**config.mk**
```make
export PLATFORM = sky130hd
export DESIGN_NAME = fetch_unit
export DESIGN_NICKNAME = d
export VERILOG_FILES = /design/src/rtl/fetch_unit.sv
export SDC_FILE = /design/constraint.sdc
export NUM_CORES = 1
export LEC_CHECK = 0
export CAP_MARGIN = 20
export CORE_MARGIN = 2
export CORE_UTILIZATION = 30
export DETAILED_ROUTE_END_ITERATION = 8
export HOLD_SLACK_MARGIN = 0.08
export SYNTH_ARGS = -nofsm -noshare
export SYNTH_HDL_FRONTEND = slang
export SYNTH_SLANG_ARGS = --single-unit
```
**constraint.sdc**
```tcl
create_clock -name clk -period 2.3 [get_ports clk]
set_input_delay 0.46 -clock clk [delete_from_list [all_inputs] [get_ports clk]]
set_output_delay 0.46 -clock clk [all_outputs]
set_load 0.01 [all_outputs]
```
**src/rtl/fetch_unit.sv**
```systemverilog
// Instruction-fetch stage: owns the PC, runs the imem req/ack handshake and drives IF/ID enable/clear.
// Optional feature macro FETCH_PERF_EN adds fetched-instruction and stall-cycle counters.
module fetch_unit #(
    parameter int              XLEN     = 32,
    parameter logic [XLEN-1:0] RESET_PC = 32'h0000_0000
) (
    input  logic            clk,
    input  logic            clr,
    input  logic            stall,
    input  logic            redirect_valid,
    input  logic [XLEN-1:0] redirect_pc,
    output logic            imem_req,
    output logic [XLEN-1:0] imem_addr,
    input  logic            imem_ack,
    input  logic [XLEN-1:0] imem_rdata,
    output logic [XLEN-1:0] out_instr,
    output logic [XLEN-1:0] out_pc,
    output logic            out_valid,
    output logic            ifid_en,
`ifdef FETCH_PERF_EN
    output logic            ifid_clr,
    output logic [31:0]     perf_fetched,
    output logic [31:0]     perf_stall_cycles
`else
    output logic            ifid_clr
`endif
);

    localparam logic [XLEN-1:0] NOP_INSTR = XLEN'(32'h0000_0013);
    localparam logic [XLEN-1:0] PC_STEP   = XLEN'(32'd4);

    typedef enum logic [1:0] {
        ST_IDLE = 2'd0,
        ST_REQ  = 2'd1,
        ST_HOLD = 2'd2,
        ST_DROP = 2'd3
    } state_t;

    state_t          state_q, state_d;
    logic [XLEN-1:0] pc_q, pc_d;
    logic [XLEN-1:0] hold_instr_q, hold_instr_d;
    logic [XLEN-1:0] drop_addr_q, drop_addr_d;
    logic [XLEN-1:0] target_s;
    logic            fetch_done_s;

    assign target_s = {redirect_pc[XLEN-1:2], 2'b00};

    // Next-state logic: redirect outranks ack/stall in every state.
    always_comb begin
        state_d      = state_q;
        pc_d         = pc_q;
        hold_instr_d = hold_instr_q;
        drop_addr_d  = drop_addr_q;
        case (state_q)
            ST_IDLE: begin
                state_d = ST_REQ;
            end
            ST_REQ: begin
                if (redirect_valid) begin
                    pc_d = target_s;
                    if (imem_ack) begin
                        state_d = ST_REQ;
                    end else begin
                        // The in-flight request still has to complete before refetching.
                        drop_addr_d = pc_q;
                        state_d     = ST_DROP;
                    end
                end else if (imem_ack) begin
                    if (stall) begin
                        hold_instr_d = imem_rdata;
                        state_d      = ST_HOLD;
                    end else begin
                        pc_d    = pc_q + PC_STEP;
                        state_d = ST_REQ;
                    end
                end else begin
                    state_d = ST_REQ;
                end
            end
            ST_HOLD: begin
                if (redirect_valid) begin
                    pc_d    = target_s;
                    state_d = ST_REQ;
                end else if (!stall) begin
                    pc_d    = pc_q + PC_STEP;
                    state_d = ST_REQ;
                end else begin
                    state_d = ST_HOLD;
                end
            end
            ST_DROP: begin
                if (redirect_valid) begin
                    pc_d    = target_s;
                    state_d = ST_DROP;
                end else if (imem_ack) begin
                    state_d = ST_REQ;
                end else begin
                    state_d = ST_DROP;
                end
            end
            default: begin
                state_d = ST_IDLE;
            end
        endcase
    end

    // Memory handshake and IF/ID-facing outputs.
    always_comb begin
        imem_req     = (state_q == ST_REQ) || (state_q == ST_DROP);
        imem_addr    = (state_q == ST_DROP) ? drop_addr_q : pc_q;
        fetch_done_s = ((state_q == ST_REQ) && imem_ack) || (state_q == ST_HOLD);
        out_pc       = pc_q;
        case (state_q)
            ST_REQ:  out_instr = imem_rdata;
            ST_HOLD: out_instr = hold_instr_q;
            default: out_instr = NOP_INSTR;
        endcase
        if (state_q == ST_IDLE) begin
            out_valid = 1'b0;
            ifid_en   = 1'b1;
            ifid_clr  = 1'b1;
        end else begin
            out_valid = fetch_done_s && !redirect_valid;
            ifid_en   = !stall || redirect_valid;
            ifid_clr  = redirect_valid || (!stall && !fetch_done_s);
        end
    end

    // State registers with synchronous clear.
    always_ff @(posedge clk) begin
        if (clr) begin
            state_q      <= ST_IDLE;
            pc_q         <= RESET_PC;
            hold_instr_q <= NOP_INSTR;
            drop_addr_q  <= '0;
        end else begin
            state_q      <= state_d;
            pc_q         <= pc_d;
            hold_instr_q <= hold_instr_d;
            drop_addr_q  <= drop_addr_d;
        end
    end

`ifdef FETCH_PERF_EN
    logic [31:0] perf_fetched_q;
    logic [31:0] perf_stall_q;

    // Free-running wrap-around performance counters.
    always_ff @(posedge clk) begin
        if (clr) begin
            perf_fetched_q <= 32'd0;
            perf_stall_q   <= 32'd0;
        end else begin
            perf_fetched_q <= perf_fetched_q + {31'd0, (out_valid && ifid_en)};
            perf_stall_q   <= perf_stall_q + {31'd0, (stall && !redirect_valid)};
        end
    end

    assign perf_fetched      = perf_fetched_q;
    assign perf_stall_cycles = perf_stall_q;
`endif

endmodule

```
## Word level (Yosys, flattened, before mapping)

Index checks and enable logic that the tools add are counted.

- Input bits: 69
- Flip-flop bits (word level): 98
- Word-level logic and storage cells: 45
- Output and inout bits: 100

- Eq/ne operators: 5
- $add $sub $neg: 1
- Bitwise operators: 2
- Reductions and logical operators: 15
- Muxes and demuxes: 18

Operators by type and width:

| cell | number |
|---|---|
| $mux 32 | 6 |
| $pmux 32 s3 | 1 |
| $pmux 32 s2 | 1 |
| $add 32x3->32 const B | 1 |
| $mux 2 | 6 |
| $pmux 2 s4 | 1 |
| $reduce_and 3->1 | 2 |
| $eq 2x2->1 const B | 2 |
| $logic_or 1x1->1 | 4 |
| $reduce_and 4->1 | 1 |
| $logic_and 1x1->1 | 3 |
| $logic_not 1->1 | 3 |
| $mux 1 | 3 |
| $ne 3x3->1 const B | 1 |
| $reduce_bool 3->1 | 1 |
| $eq 2x1->1 const B | 1 |
| $logic_not 2->1 | 1 |
| $ne 2x2->1 const B | 1 |
| $not 1->1 | 2 |

## Longest topological paths before layout

Gate-level depths: netlist of run 1.

- Depth after elaboration: 7
- Gate-level depth with buffers: 9
- Depth with buffers taken out: 7

## Least setup slack after synthesis of run 1

OpenSTA, ideal clock, no wires.

- Kind: reg2reg
- Start: register pc_q[2], in the netlist out_pc[2]
- End: register pc_q[18], in the netlist out_pc[18]
- Clock period less this slack: 2.179 ns
- Arrival time: 2.065 ns
- Cell stages (with the launch flop): 8
- Required time: 2.185 ns
- Setup slack: 0.121 ns
- Library setup time: 0.115 ns
- Cell sequence: dfxtp_1 -> ha_1 -> nand4_1 -> or2_1 -> buf_2 -> nor3_1 -> mux2_2 -> a2111oi_0

- Longest elaborated chain between the ends: 5
- Elaborated cells on any way between the ends: 6

RTL lines:

| element | RTL line | text |
|---|---|---|
| start, declared | 40 | `logic [XLEN-1:0] pc_q, pc_d;` |
| start signal, assigned | 138 | `pc_q <= pc_d;` |
| $add 32x3->32 * | 73, 85 |  |
| $mux 32 * | 69, 84 |  |
| $mux 32 | 68 | `end else if (imem_ack) begin` |
| $mux 32 | 59 | `if (redirect_valid) begin` |
| $pmux 32 s3 * | 54 | `case (state_q)` |

Mark *: on every way between the ends. The rest lies on a longest branch, timed or not. The select of a mux whose other input is x is not followed.
A chain may end at the register's enable or synchronous reset.

## Worst setup path in the final report of run 1

- Start: register state_q[0]
- End: output port imem_addr[23]

- Longest elaborated chain between the ends: 2

RTL lines:

| element | RTL line | text |
|---|---|---|
| start, declared | 39 | `state_t state_q, state_d;` |
| start signal, assigned | 137 | `state_q <= state_d;` |
| $eq 2x2->1 | 110 | `imem_addr = (state_q == ST_DROP) ? drop_addr_q : pc_q;` |
| $mux 32 | 110 |  |
| end, declared | 13 | `output logic [XLEN-1:0] imem_addr,` |

No other way between the ends.

==> metrics.md, run 1 <==
| Metric | Value |
|---|---|
| Maximum vdd drop | `approximately 0.38 mV` |
| Grt ovf | `0` |
| Hold_buf cts | `0` |
| Via Count | `approximately 5,700` |
| Total global-route track usage | `18.7%` |
| CP cell instances | `buf_6, ha_4, clkbuf_16, mux2_2, clkdlybuf4s15_1` |
| FF-to-FF setup slack | `about 100 ps` |
| Fin. Hold Viols | `0` |
| Reg-to-Reg Start | `out_pc[10]` |
| Async SR Flop Fraction | `0%` |
| Count of cell types in the netlist | `58` |
| # rows | `48` |
| Num Clock Sinks | `94` |
| Crit path DAT | `roughly 1800 ps` |
| Synth area leaders | `dfxtp_1 36%, nand2_1 12%, a21oi_1 8.4%, mux2_2 6.1%, a22oi_1 4.6%` |
| Vias per Instance | `about 5.2` |
| Fmax | `about 440 MHz` |
| Minimum clock period | `2250 ps` |
| Syn_area_per_cell | `7.56 um2` |
| Area share of the largest cell type after synthesis | `36.1%` |
| Pre-antenna DRT Iters | `5` |
| Clock Path Buffers | `2` |
| Total CTS buffers | `9` |
| Crit share post-route | `a little under 100%` |
| Clock input transition at the sequential cells of the worst setup and hold paths | `about 70 ps` |
| Io pins | `about 170` |
| Worst hold-check path type | `flip-flop to flip-flop` |
| Cell taking the most area after synthesis | `dfxtp_1` |
| Top Layer Used | `met4` |
| Depth of the CTS H-tree | `3` |
| Final setup viols | `0` |
| Global-route wire length before repair | `approximately 28 mm` |
| Number of antenna violations at the first check in global routing | `1` |
| Port bufs | `around 160` |
| Worst setup EP type | `output pin` |
| Initial Util | `between 30% and 40%` |
| Sequential area share after synthesis | `a little over a third` |
| Wl on met1 | `8.50 mm` |
| Root Driver | `clkbuf_16` |
| DRT iter0 DRCs | `between 300 and 400` |
| Worst Setup Start Kind | `flip-flop` |
| Die area | `18,400 um2` |
| Mapped Cells | `689` |
| Layout Utilization | `46.4%` |
| R2R cell count | `5` |
| Die X | `between 100 and 150 um` |
| Routed wl met3 | `around 920 um` |
| Most common cell after layout, fill and taps aside | `nand2_1` |
| Static leakage | `3.26 nW` |
| Clock Skews | `14.8 ps` |
| Drt drc | `0` |
| Hpwl dp | `12.2 mm` |
| Most frequent cells in the layout | `161 x nand2_1, 96 x clkdlybuf4s50_1, 92 x dfxtp_1, 87 x a21oi_1, 54 x buf_4` |
| Synthesized cell area | `between 5000 and 6000 um2` |
| WL/cell | `approximately 16 um` |
| Antenna viol nets, final | `0` |
| Max Slew Vio Count | `0` |
| Share of cells above drive strength 1 | `~17%` |
| Crit path kind | `flip-flop to output pin` |
| Top FF cell, synth | `dfxtp_1` |
| Synth Warn # | `0` |
| Max cap viols | `0` |
| TritonCTS clock tree | `done` |
| Worst setup endpoint | `imem_addr[23]` |
| EDFF count, synth | `0` |
| Slowest cell delay on critical path | `~340 ps` |
| Slowest CP cell | `dfxtp_2` |
| P per Cell Area | `roughly 550 nW/um2` |
| Vias in the first global route | `about 5,200` |
| GPL Wtd Cong | `0.855` |
| Synthesis-to-finish area growth | `52.6%` |
| RR Endpoint | `out_pc[23]` |
| DR WL met2 | `~8.4 mm` |
| CP max FO | `6` |
| Fill count | `roughly 1,700` |
| Clk Latency, worst-skew pair | `~360 ps` |
| Area after DPL | `approximately 7400 um2` |
| Final instance area | `between 7000 and 8000 um2` |
| Status | `complete, no violations` |
| Die Ht | `roughly 140 um` |
| Number of synthesized register bits | `94` |
| Fin nets | `940` |
| Beginning of the critical path | `state_q[0]` |
| Total core area | `about 17,000 um2` |
| CP required | `approximately 1800 ps` |
| Wirelength, routed | `between 15 and 20 mm` |
| Largest net degree at the start of global routing | `34` |
[what timing repair did]
action | CTS | global route
buffers inserted | 1 | 4
endpoints found under the setup margin | 65 | 56
resized for setup | 62 | 74
gates cloned | 1 | 3
pin swaps | 0 | 2
[worst max-delay path, delay by kind of cell, from the launching register on]
family	cells	cell delay [ps]
mux	1	340
buf+inv	3	540
fa+ha+maj	1	230
flops	1	340
[synth_stat cells (3+ instances only)]
cell type and number:
nand2_1 161, dfxtp_1 94, a21oi_1 87, clkbuf_1 45
a22oi_1 32, nor2b_1 31, mux2_2 28, nor2_1 22
o21ai_0 22, nand3_1 16, buf_2 11, nor3_1 11
a211oi_1 8, nand4_1 8, and2_1 7, inv_1 6
nand3b_1 6, nor4_1 6, o31ai_1 6, buf_1 5
buf_4 5, ha_1 5, o21bai_1 5, o22ai_1 5
a311oi_1 4, mux2i_1 4, or2_2 4, a31oi_1 3
a32oi_1 3, and4_1 3, or3_1 3, or4_1 3
[where the power goes]
group | internal [mW] | switching [mW] | total [mW]
combinational | 0.534 | 0.483 | 1.02
sequential | 1.69 | 0.0678 | 1.75
clock | 0.882 | 0.694 | 1.58
[registers in the layout, indices dropped and copies added, names as in the netlist]
| name | count |
|---|---|
| drop_addr_q | 30 |
| hold_instr_q | 32 |
| out_pc | 30 |
| state_q | 2 |
[logic make-up after synthesis]
logic type	Yosys count	synth area share, %
simple gates	290	26.2
flops	94	36.1
mux	32	6.83
buf+inv	75	6.20
other cells	1	0.0720
fa+ha+maj	5	1.20
compound gates	192	23.4
[per-layer routing]
layer,vias to the layer above,track usage [%]
met5,-,0
met3,13,3.03
met2,165,30.2
li1,2785,-
met4,0,5.15
met1,2704,25.8
[how the worst min path moves through the flow]
| stage | to | startpoint | cells past startpoint |
|---|---|---|---|
| 2_1_floorplan | drop_addr_q[10] | drop_addr_q[10] | 2 |
| 3_3_place_gp | drop_addr_q[28] | drop_addr_q[28] | 2 |
| 3_5_place_dp | drop_addr_q[14] | drop_addr_q[14] | 2 |
| 4_1_cts | drop_addr_q[13] | drop_addr_q[13] | 2 |
| 5_1_grt | hold_instr_q[9] | hold_instr_q[9] | 2 |
| 6_report | drop_addr_q[3] | drop_addr_q[3] | 2 |
[metrics by stage]
step	hold WS [ps]	setup WS, ps	setup TNS (ps)	std cells	total power, mW
floorplan	433	121	0	692	2.24
global placement	439	-28.9	-28.9	1072	2.81
detailed placement	445	-30.2	-52.7	1072	2.81
CTS	455	-203	-5310	1090	4.37
global route	469	-32.6	-40.8	1097	4.53
finish	452	45.7	0	1097	4.35
[cell type report]
class                      count  area (um2)  area share, %
multi-input combinational    523        3090           38.9
sequential                    94        1890           23.7
clock inverter                 4        55.1          0.693
timing repair buffer         231        2350           29.6
tap                          225         282           3.54
antenna                        1        2.50         0.0315
inverter                       7        26.3          0.331
clock buffer                  12         246           3.10
(Power assumes the default switching activity.)
==> run 2: changes to the inputs <==
Settings changed: CORE_MARGIN 2 to default, DONT_BUFFER_PORTS from default to 1.
Clock period 2.3 ns to 2.7 ns, I/O delays scaled along.
==> run 2 against run 1 <==
  * Sequential power fell by 14%
  * Non-clock buffer count is 199 lower
  * Global-route usage is 1.3 points lower
  * Cell count down 19%
  * Die area shrank 2.9%
  * Via count is 14% lower
  * Flip-flop and latch count unchanged
  * Clock skew shrank 9.3 ps
  * Count of clock-buffer cells in the layout down 2
  * Largest power group unchanged
==> metrics.md, run 2 (synthesis gave the netlist of run 1 again) <==
| Metric | Value |
|---|---|
| Fin nets | `about 740` |
| Fmax | `just over 400 MHz` |
| Largest register FFs | `32` |
| Final setup viols | `0` |
| HP Start | `clr` |
| Status | `complete, no violations` |
| Minimum clock period | `between 2000 and 2500 ps` |
| Slew margin rel. | `a little over three fifths` |
| TritonCTS clock tree | `done` |
| CP max FO | `40` |
| Static leakage | `between 1.5 and 2 nW` |
| Beginning of the critical path | `state_q[1]` |
| Most frequent cells in the layout | `161 x nand2_1, 94 x dfxtp_1, 87 x a21oi_1, 32 x a22oi_1, 31 x nor2b_1` |
| Crit path DAT | `roughly 1900 ps` |
| Total CTS buffers | `9` |
| DRT iter0 DRCs | `between 500 and 600` |
| Pre-antenna DRT Iters | `5` |
| Setup repair bufs after CTS | `0` |
| Die area | `~18,000 um2` |
| Hpwl dp | `about 11 mm` |
| Num Clock Sinks | `94` |
| Crit share post-route | `between 80% and 90%` |
| Final hold slack | `~250 ps` |
| Antenna diode instance count | `0` |
| Met2 Resource Use GR | `25.6%` |
| M3 GR Usage | `approximately 5.2%` |
| Clock input transition at the sequential cells of the worst setup and hold paths | `about 70 ps` |
| Post-CTS resize count | `0` |
| Worst hold-check path type | `primary input to flip-flop` |
| WL/cell | `~17 um` |
| Clock Path Buffers | `2` |
| Final instance area | `5760 um2` |
| Vias in the first global route | `around 4,400` |
| Total global-route track usage | `~17%` |
| Met1 GRT Util | `a little under a quarter` |
| Share of cells above drive strength 1 | `roughly 13%` |
| Crit path kind | `flip-flop to output pin` |
| Most common cell after layout, fill and taps aside | `nand2_1` |
| GRT busiest layer | `met2` |
| Reg-to-Reg Start | `out_pc[2]` |
| RSZ-0062 raised after global routing | `false` |
| Number of antenna violations at the first check in global routing | `0` |
| Root Driver | `clkbuf_16` |
| Area after DPL | `5470 um2` |
| Fin. Hold Viols | `0` |
| Initial Util | `31.1%` |
| Die Ht | `around 130 um` |
| Wirelength, routed | `roughly 15 mm` |
| # rows | `47` |
| Io pins | `about 170` |
| Worst Setup Start Kind | `flip-flop` |
| Via Count | `approximately 5,000` |
| Clk Latency, worst-skew pair | `350 ps` |
| Clock Skews | `around 5.5 ps` |
| Drt drc | `0` |
| Vias per Instance | `5.45` |
| Max Slew Vio Count | `0` |
| Grt ovf | `0` |
| Total core area | `16,800 um2` |
| Depth of the CTS H-tree | `3` |
| Maximum vdd drop | `about 0.28 mV` |
| Antenna viol nets, final | `0` |
| P per Cell Area | `around 560 nW/um2` |
| Setup tns final | `0 ps` |
| Port bufs | `0` |
| Synthesis-to-finish area growth | `10.6%` |
| Layout Utilization | `around a third` |
| Total power | `~3.2 mW` |
| Worst setup EP type | `output pin` |
| GPL Wtd Cong | `0.804` |
| Largest net degree at the start of global routing | `96` |
| Global-route wire length before repair | `24.6 mm` |
| Die X | `134 um` |
| CP required | `roughly 2200 ps` |
| Hold_buf cts | `0` |
| Worst Tran Pin Value | `553 ps` |
| Max cap viols | `0` |
| Largest Register | `hold_instr_q` |
run 2: cell count changes in the layout (fill, tap and decap cells not counted), sizes merged, moves of 2 or more:
cell | previous run | this run
clkdlybuf4s50 | 96 | 0
buf | 71 | 32
dlymetal6s2s | 33 | 0
clkbuf | 25 | 10
clkdlybuf4s15 | 14 | 0
dlygate4sd2 | 4 | 0
clkinv | 2 | 4
inv | 7 | 9
run 2: stage by stage:
step | instances | setup WS (ps)
after floorplan | 692 | 521
after global placement | 876 | 418
after detailed placement | 876 | 397
after CTS | 892 | 253
after global routing | 892 | 118
final | 892 | 273
run 2: power by group:
part / switching (mW) / internal [mW]
registers: 0.0731 / 1.44
clock network: 0.595 / 0.659
logic: 0.295 / 0.185
total: 0.963 / 2.28
run 2: path summary, 6_finish.rpt:
check / slack (ps) / cells past startpoint / end
setup / recovery: 270 / 6 / out_valid
hold / removal: 250 / 1 / drop_addr_q[9]
setup reg to reg: 330 / 6 / out_pc[18]
hold reg to reg: 450 / 2 / drop_addr_q[28]
run 2: worst max-delay path: stages (launching register included):
cell	delay [ps]
dfxtp_1	330
inv_1	80
ha_1	160
buf_4	380
a21oi_1	110
nor3_1	290
buf_4	190
run 2: routing by layer:
| metal | routed length (um) | vias up |
|---|---|---|
| met5 | 0 | - |
| met4 | 205 | 0 |
| met3 | 1270 | 10 |
| met2 | 6890 | 197 |
| met1 | 7130 | 2276 |
| li1 | - | 2380 |
run 2: cell type report:
type,instances,area (um2)
sequential,94,1880
timing repair buffer,32,265
multi-input combinational,523,3030
clock buffer,10,239
fill,1789,11000
inverter,7,26.3
clock inverter,6,43.8
tap,220,275
